==> config.mk <==
export PLATFORM = sky130hd
export DESIGN_NAME = snn_run_sequencer
export DESIGN_NICKNAME = d
export VERILOG_FILES = /design/src/rtl/snn_run_sequencer.sv
export SDC_FILE = /design/constraint.sdc
export NUM_CORES = 1
export LEC_CHECK = 0
export BUFFER_PORTS_ARGS = -buffer_cell sky130_fd_sc_hd__buf_4
export CORE_AREA = 10 10 206 208
export CTS_BUF_LIST = sky130_fd_sc_hd__clkbuf_16
export CTS_CLUSTER_DIAMETER = 40
export DETAILED_ROUTE_END_ITERATION = 16
export DIE_AREA = 0 0 216 218
export PLACE_DENSITY = 0.5
export RECOVER_POWER = 25
export SLEW_MARGIN = 20
export SYNTH_ARGS = -nofsm -noshare
export SYNTH_HDL_FRONTEND = slang
export SYNTH_SLANG_ARGS = --single-unit
==> constraint.sdc <==
create_clock -name clk -period 6.5 [get_ports clk]
set_input_delay 0.65 -clock clk [delete_from_list [all_inputs] [get_ports clk]]
set_output_delay 0.65 -clock clk [all_outputs]
set_load 0.05 [all_outputs]
==> src/rtl/snn_run_sequencer.sv <==
// Purpose : sequences one SNN inference run: clear network, strobe timesteps,
//           count output spikes, then dump per-output counts to a count RAM.
// Latency : one CLEAR cycle, sim_time*(timestep_div+1) RUN cycles, NUM_OUTPUTS DUMP cycles.
// Backpressure: none; the count RAM must accept one write per DUMP cycle.
//
// Ports:
//   clk, rst (async, active-high)      clock and reset
//   start, abort                        run request / immediate termination
//   sim_time, timestep_div              run length in timesteps, cycles per timestep minus 1
//   spike_out                           output-neuron spikes, sampled on spike_en cycles
//   network_rst, spike_en, timestep     neuron-array reset, timestep strobe, completed timesteps
//   count_wr_en/addr/data               count RAM write port, active in DUMP
//   busy, done                          run in progress / results available
// Optional macro SNN_SEQ_WINNER_EN adds winner_idx, winner_count, winner_valid
// (arg-max of the dumped counts, lowest index wins ties).

module snn_run_sequencer #(
    parameter int NUM_OUTPUTS    = 4,
    parameter int COUNT_WIDTH    = 32,
    parameter int TIME_WIDTH     = 32,
    parameter int DIV_WIDTH      = 4,
    parameter int OUT_ADDR_WIDTH = 4
) (
    input  logic                      clk,
    input  logic                      rst,
    input  logic                      start,
    input  logic                      abort,
    input  logic [TIME_WIDTH-1:0]     sim_time,
    input  logic [DIV_WIDTH-1:0]      timestep_div,
    input  logic [NUM_OUTPUTS-1:0]    spike_out,
    output logic                      network_rst,
    output logic                      spike_en,
    output logic [TIME_WIDTH-1:0]     timestep,
    output logic                      count_wr_en,
    output logic [OUT_ADDR_WIDTH-1:0] count_wr_addr,
    output logic [COUNT_WIDTH-1:0]    count_wr_data,
    output logic                      busy,
    output logic                      done
`ifdef SNN_SEQ_WINNER_EN
    ,
    output logic [OUT_ADDR_WIDTH-1:0] winner_idx,
    output logic [COUNT_WIDTH-1:0]    winner_count,
    output logic                      winner_valid
`endif
);

    localparam logic [2:0] ST_IDLE  = 3'd0;
    localparam logic [2:0] ST_CLEAR = 3'd1;
    localparam logic [2:0] ST_RUN   = 3'd2;
    localparam logic [2:0] ST_DUMP  = 3'd3;
    localparam logic [2:0] ST_DONE  = 3'd4;

    localparam logic [OUT_ADDR_WIDTH-1:0] LAST_IDX = OUT_ADDR_WIDTH'(NUM_OUTPUTS - 1);

    logic [2:0]                                state_q, state_d;
    logic [TIME_WIDTH-1:0]                     sim_time_q, sim_time_d;
    logic [DIV_WIDTH-1:0]                      div_q, div_d;
    logic [DIV_WIDTH-1:0]                      div_cnt_q, div_cnt_d;
    logic [TIME_WIDTH-1:0]                     timestep_q, timestep_d;
    logic [NUM_OUTPUTS-1:0][COUNT_WIDTH-1:0]   cnt_q, cnt_d;
    logic [OUT_ADDR_WIDTH-1:0]                 dump_idx_q, dump_idx_d;

    logic                   strobe;
    logic [TIME_WIDTH-1:0]  timestep_inc;
    logic [COUNT_WIDTH-1:0] dump_data;

    assign strobe       = (state_q == ST_RUN) && (div_cnt_q == div_q);
    assign timestep_inc = timestep_q + TIME_WIDTH'(1);

    // Count selected by the dump pointer; written as a compare-mux so the
    // pointer width need not match the counter array depth.
    always_comb begin
        dump_data = '0;
        for (int i = 0; i < NUM_OUTPUTS; i++) begin
            if (dump_idx_q == OUT_ADDR_WIDTH'(i)) begin
                dump_data = cnt_q[i];
            end
        end
    end

    always_comb begin
        state_d    = state_q;
        sim_time_d = sim_time_q;
        div_d      = div_q;
        div_cnt_d  = div_cnt_q;
        timestep_d = timestep_q;
        cnt_d      = cnt_q;
        dump_idx_d = dump_idx_q;

        if (abort) begin
            // Abort wins over everything, including a simultaneous start.
            state_d = ST_IDLE;
        end else begin
            case (state_q)
                ST_IDLE, ST_DONE: begin
                    if (start) begin
                        sim_time_d = sim_time;
                        div_d      = timestep_div;
                        state_d    = ST_CLEAR;
                    end
                end
                ST_CLEAR: begin
                    cnt_d      = '0;
                    timestep_d = '0;
                    div_cnt_d  = '0;
                    dump_idx_d = '0;
                    state_d    = (sim_time_q == '0) ? ST_DUMP : ST_RUN;
                end
                ST_RUN: begin
                    if (strobe) begin
                        div_cnt_d  = '0;
                        timestep_d = timestep_inc;
                        for (int i = 0; i < NUM_OUTPUTS; i++) begin
                            // Saturate rather than wrap so a long run never under-reports.
                            if (spike_out[i] && (cnt_q[i] != '1)) begin
                                cnt_d[i] = cnt_q[i] + COUNT_WIDTH'(1);
                            end
                        end
                        if (timestep_inc == sim_time_q) begin
                            state_d = ST_DUMP;
                        end
                    end else begin
                        div_cnt_d = div_cnt_q + DIV_WIDTH'(1);
                    end
                end
                ST_DUMP: begin
                    if (dump_idx_q == LAST_IDX) begin
                        state_d = ST_DONE;
                    end else begin
                        dump_idx_d = dump_idx_q + OUT_ADDR_WIDTH'(1);
                    end
                end
                default: begin
                    state_d = ST_IDLE;
                end
            endcase
        end
    end

    always_ff @(posedge clk or posedge rst) begin
        if (rst) begin
            state_q    <= ST_IDLE;
            sim_time_q <= '0;
            div_q      <= '0;
            div_cnt_q  <= '0;
            timestep_q <= '0;
            cnt_q      <= '0;
            dump_idx_q <= '0;
        end else begin
            state_q    <= state_d;
            sim_time_q <= sim_time_d;
            div_q      <= div_d;
            div_cnt_q  <= div_cnt_d;
            timestep_q <= timestep_d;
            cnt_q      <= cnt_d;
            dump_idx_q <= dump_idx_d;
        end
    end

    // network_rst also follows rst directly so the array is held in reset
    // together with the sequencer.
    assign network_rst   = rst || (state_q == ST_CLEAR);
    assign spike_en      = strobe;
    assign timestep      = timestep_q;
    // An abort in DUMP suppresses the write of that cycle as well.
    assign count_wr_en   = (state_q == ST_DUMP) && !abort;
    assign count_wr_addr = (state_q == ST_DUMP) ? dump_idx_q : '0;
    assign count_wr_data = (state_q == ST_DUMP) ? dump_data : '0;
    assign busy          = (state_q == ST_CLEAR) || (state_q == ST_RUN) || (state_q == ST_DUMP);
    assign done          = (state_q == ST_DONE);

`ifdef SNN_SEQ_WINNER_EN
    logic [OUT_ADDR_WIDTH-1:0] win_idx_q, win_idx_d;
    logic [COUNT_WIDTH-1:0]    win_cnt_q, win_cnt_d;
    logic                      win_vld_q, win_vld_d;

    always_comb begin
        win_idx_d = win_idx_q;
        win_cnt_d = win_cnt_q;
        // Valid exactly while the FSM sits in DONE.
        win_vld_d = (state_d == ST_DONE);
        if (state_q == ST_CLEAR) begin
            win_idx_d = '0;
            win_cnt_d = '0;
        end else if ((state_q == ST_DUMP) && !abort && (dump_data > win_cnt_q)) begin
            // Strict compare keeps the lowest index on ties.
            win_idx_d = dump_idx_q;
            win_cnt_d = dump_data;
        end
    end

    always_ff @(posedge clk or posedge rst) begin
        if (rst) begin
            win_idx_q <= '0;
            win_cnt_q <= '0;
            win_vld_q <= 1'b0;
        end else begin
            win_idx_q <= win_idx_d;
            win_cnt_q <= win_cnt_d;
            win_vld_q <= win_vld_d;
        end
    end

    assign winner_idx   = win_idx_q;
    assign winner_count = win_cnt_q;
    assign winner_valid = win_vld_q;
`endif

endmodule

**After elaboration in Yosys (flattened, before gate mapping)**

Cells that the tools add are included.

- Muxes and demuxes: 25
- Bitwise operators: 1
- Reduce and logical (&&, ||, !) cells: 25
- Add/subtract/negate cells: 7
- Eq/ne operators: 23

Operators with widths:

| operator | count |
|---|---|
| 32-bit 2-to-1 mux | 10 |
| 128-bit one-hot mux with 2 select lines | 1 |
| 32-bit by 1-bit adder with 32-bit output (second input constant) | 5 |
| 128-bit 2-to-1 mux | 1 |
| 32-bit != test (second input constant) | 4 |
| 32-bit one-hot mux with 2 select lines | 1 |
| 32-bit equality test | 1 |
| 32-bit logical NOT | 1 |
| 4-bit AND reduction | 5 |
| 4-bit one-hot mux with 2 select lines | 2 |
| 3-bit 2-to-1 mux | 5 |
| 4-bit 2-to-1 mux | 3 |
| 3-bit one-hot mux with 4 select lines | 1 |
| 3-bit != test (second input constant) | 3 |
| 3-bit AND reduction | 3 |
| 4-bit by 1-bit adder with 4-bit output (second input constant) | 2 |
| 4-bit by 2-bit equality test with 1-bit output (second input constant) | 2 |
| 2-bit by 1-bit != test with 1-bit output (second input constant) | 4 |
| 3-bit by 2-bit equality test with 1-bit output (second input constant) | 2 |
| 1-bit logical AND | 6 |
| 4-bit by 1-bit equality test with 1-bit output (second input constant) | 1 |
| 4-bit equality test | 1 |
| 4-bit logical NOT | 1 |
| 2-bit != test (second input constant) | 2 |
| 11 further kinds | 14 |

- Register bits after elaboration: 207
- Logic and storage cells: 91
- Output and inout bits: 73

**Longest topological paths before layout**

- Word-level depth: 6
- Depth in mapped cells: 11

**Least setup slack after synthesis**

OpenSTA, ideal clock, no wires.

- Path type: input port to output port
- Start point: input port rst
- End point: output port network_rst
- Stages on the path: 2
- Arrival time: 7503 ps
- Path slack: -1653 ps
- Data required time: 5850 ps
- Path through: inv_1 -> o21ai_0

- Word-level cells in the longest chain between the ends: 1

Ends and longest elaborated chain:

| item | line | RTL |
|---|---|---|
| start: declaration | 25 | `input logic rst,` |
| 1-bit logical OR | 162 | `assign network_rst = rst \|\| (state_q == ST_CLEAR);` |
| end: declaration | 31 | `output logic network_rst,` |

Every way passes these cells.

**Worst setup path after layout**

Same ends and word-level chain as after synthesis.

==> summary.md <==
| Metric | Value |
|---|---|
| First-pass DRT Iterations | `7` |
| Power per cell area | `351 nW/um^2` |
| First-pass GRT wire length | `62800 um` |
| Pwr Total | `between 5000 and 6000 uW` |
| CP Data Required Time | `5.85 ns` |
| Total GRT Usage | `16.5%` |
| Post-CTS setup buffers | `0` |
| Final Cycle Share | `69.0%` |
| Yosys reg bits | `207` |
| CP arrival | `roughly 3.8 ns` |
| # H-tree levels | `2` |
| Worst setup EP type | `primary output` |
| Post_cts resized | `0` |
| Worst path max stage delay | `1.91 ns` |
| Yosys cell types | `69` |
| FF+latch area | `5180 sq um` |
| DP Area | `about 14000 sq um` |
| Number of flops mapped to enable cells by yosys | `0` |
| Top FF cell, synth | `dfrtp_1` |
| # DRC | `0` |
| Worst slew margin | `-81.0%` |
| Drt wl/cell | `18.9 um` |
| Mapped Area | `about 12000 sq um` |
| Status | `finished, violations left` |
| Startpoint Class | `input pin` |
| Fin util | `roughly 40%` |
| Final setup fails | `0` |
| Final HPWL DP | `27800 um` |
| Largest net degree at the start of global routing | `around 170` |
| Critical-path top delay cell | `clkbuf_1` |
| P_leak | `about 0.0065 uW` |
| Setup TNS | `0 ns` |
| Hold Crit Class | `input pin to flip-flop` |
| Grt total ovfl | `0` |
| Cell row count | `72` |
| Failing checks | `max-capacitance violations, max-slew violations` |
| Syn avg cell area | `8.62 sq um` |
| Multi-input gate area | `between 6000 and 7000 sq um` |
| Die Ht | `218 um` |
| Root buf cell | `clkbuf_16` |
| Post-route ant nets | `0` |
| Global placer's final weighted congestion | `0.866` |
| Syn Nets | `1502` |
| Nets | `1598` |
| Clock tree buffer depth | `3` |
| CTS tree | `yes` |
| Share of layout cells above drive strength 1 | `16.4%` |
| RSZ-0062 raised after global routing | `no` |
| Die W | `between 200 and 250 um` |
| Initial DRC count | `1052` |
| Final hold violations | `0` |
| Max Freq | `0.223 GHz` |
| Mapped Cells | `1448` |
| Routed via count | `11210` |
| Final Skew | `0.00708 ns` |
| Insertion delay to the later sink of the worst-skew pair | `0.55 ns` |
| Hold Buf Count CTS | `0` |
| CP Cell Sequence | `clkbuf_4, clkinvlp_2, clkbuf_1, o21ai_0, buf_4` |
| Antenna violations before repair | `1` |
| Initial Util | `between 30 and 40%` |
| Vias per inst | `5.35` |
| Final Max Slew Viols | `43` |
| Design area | `15400 sq um` |
| Syn. warnings | `0` |
| Fill count | `3858` |
| Number of global-route vias before repair | `11071` |
| Sink Count | `about 210` |
| Total CTS buffers | `46` |
| Post-layout min period | `4.48 ns` |
| I/O Buffers | `approximately 120` |
| Seq/Total Area, Yosys | `41.5%` |
| Crit Path Category | `input pin to primary output` |
| Measured slew at the worst slew-check pin | `2.71 ns` |
| Diode count | `0` |
| Area growth syn-to-layout | `23.7%` |
| VDD IR max | `224 uV` |
| Core Area | `38300 sq um` |
| Die Area | `47100 sq um` |
| Max_cap viols | `1` |
| Worst Path Max Fanout | `43` |
| CTS clk-pin slew, worst paths | `0.04 ns` |
| I/O Pins | `117` |
| WL final | `39600 um` |
| Share of flip-flops with an asynchronous set or reset | `100%` |
per-stage QoR:
stage | worst slack, ns | std cells | hold WS [ns]
2_1_floorplan | 0.634 | 1448 | 0.497
3_3_place_gp | 2.80 | 2014 | 0.522
3_5_place_dp | 2.73 | 2014 | 0.529
4_1_cts | 2.54 | 2096 | 0.293
5_1_grt | 1.53 | 2096 | 0.303
6_report | 2.02 | 2096 | 0.328
synth_stat cells, types with 2 or more instances:
master	instances	area (sq um)
nand3b_1	3	22.5
xnor2_1	98	858
or4_1	6	45.0
o31ai_1	20	150
or3_1	15	93.8
nor4b_1	7	61.3
a211o_1	2	17.5
o211a_1	2	20.0
nand4_1	44	275
and2_0	2	12.5
inv_1	37	139
a22o_1	2	17.5
o32a_1	2	20.0
and2_1	11	68.8
a21oi_1	68	340
clkbuf_1	65	244
nand2_1	126	473
a222oi_1	32	320
xor2_1	58	508
and3_1	28	175
nor3_1	73	365
buf_1	10	37.5
o41ai_1	3	26.3
ha_1	10	125
mux2_2	37	417
nand3_1	76	380
nand4_4	2	42.5
nand4b_1	2	17.5
a31oi_1	7	43.8
or2_2	4	25.0
nor2_1	231	867
nand2b_1	3	18.8
nor4_1	26	163
dfrtp_1	207	5180
and4_1	19	166
o21ai_0	62	310
nor3b_1	5	37.5
mux2i_1	3	30.0
buf_2	9	45.0
nor2b_1	2	12.5
logic make-up (layout without fill, tap and decap cells):
family | count (synthesis) | in the layout | share of synthesized area [%]
AO/OA/AOI/OAI | 217 | 217 | 11.6
XOR/XNOR | 156 | 156 | 10.9
adder cells (fa/ha/maj) | 10 | 10 | 1.00
buffers and inverters | 122 | 252 | 3.77
flip-flops | 207 | 207 | 41.5
multiplexers | 40 | 40 | 3.58
AND/OR/NAND/NOR | 696 | 696 | 27.6
report_power, final:
part	internal, uW	leakage, uW	switching (uW)
clock	1700	0.000800	754
combinational	472	0.00287	827
sequential	1450	0.00281	223
path summary, 6_finish.rpt:
path,start,to,slack (ns),cells past startpoint
max,rst,network_rst,2.02,5
min,sim_time[20],sim_time_q[20],0.33,3
max reg2reg,dump_idx_q[0],dump_idx_q[0],2.73,10
min reg2reg,div_q[1],div_q[1],0.53,1
max in group asynchronous,rst,sim_time_q[4],3.35,4
min in group asynchronous,rst,cnt_q[90],1.15,3
per-layer routing:
metal  global-route usage, %  wire length, um  vias up
met4                    5.90              962        2
li1                        -                -     5367
met3                    3.77             2620       60
met2                    26.1            18000      344
met5                       0               13        -
met1                    21.7            18000     5437
critical path, delay by kind of cell:
family                 cells  cell delay (ns)
AO/OA/AOI/OAI              1             0.67
buffers and inverters      4             2.50
placed cells by master, fill, tap and decap left out, types with 7 or more instances in the layout:
master,n
a31oi_1,7
nand2_1,125
inv_1,38
nor3_1,73
bufinv_16,10
nand4_1,44
a21oi_1,68
nor2_1,229
o21ai_0,62
buf_4,128
ha_1,10
and3_1,28
a222oi_1,32
o31ai_1,20
or3_1,15
nor4_1,26
and4_1,19
mux2_2,37
xor2_1,58
nand3_1,76
clkbuf_16,47
and2_1,11
clkinv_1,10
xnor2_1,98
dfrtp_1,207
cell type report:
| type | instances | area share (%) |
|---|---|---|
| Clock inverter | 35 | 2.83 |
| Sequential cell | 207 | 33.6 |
| Clock buffer | 47 | 7.62 |
| Multi-Input combinational cell | 1119 | 44.4 |
| Inverter | 37 | 0.908 |
| Tap cell | 518 | 4.20 |
| Timing Repair Buffer | 133 | 6.48 |
registers in the layout, indices dropped and copies added, names as in the netlist:
name        count
cnt_q         128
sim_time_q     32
timestep       32
div_cnt_q       4
div_q           4
dump_idx_q      4
state_q         3
Power figures use the tool's default switching activity.
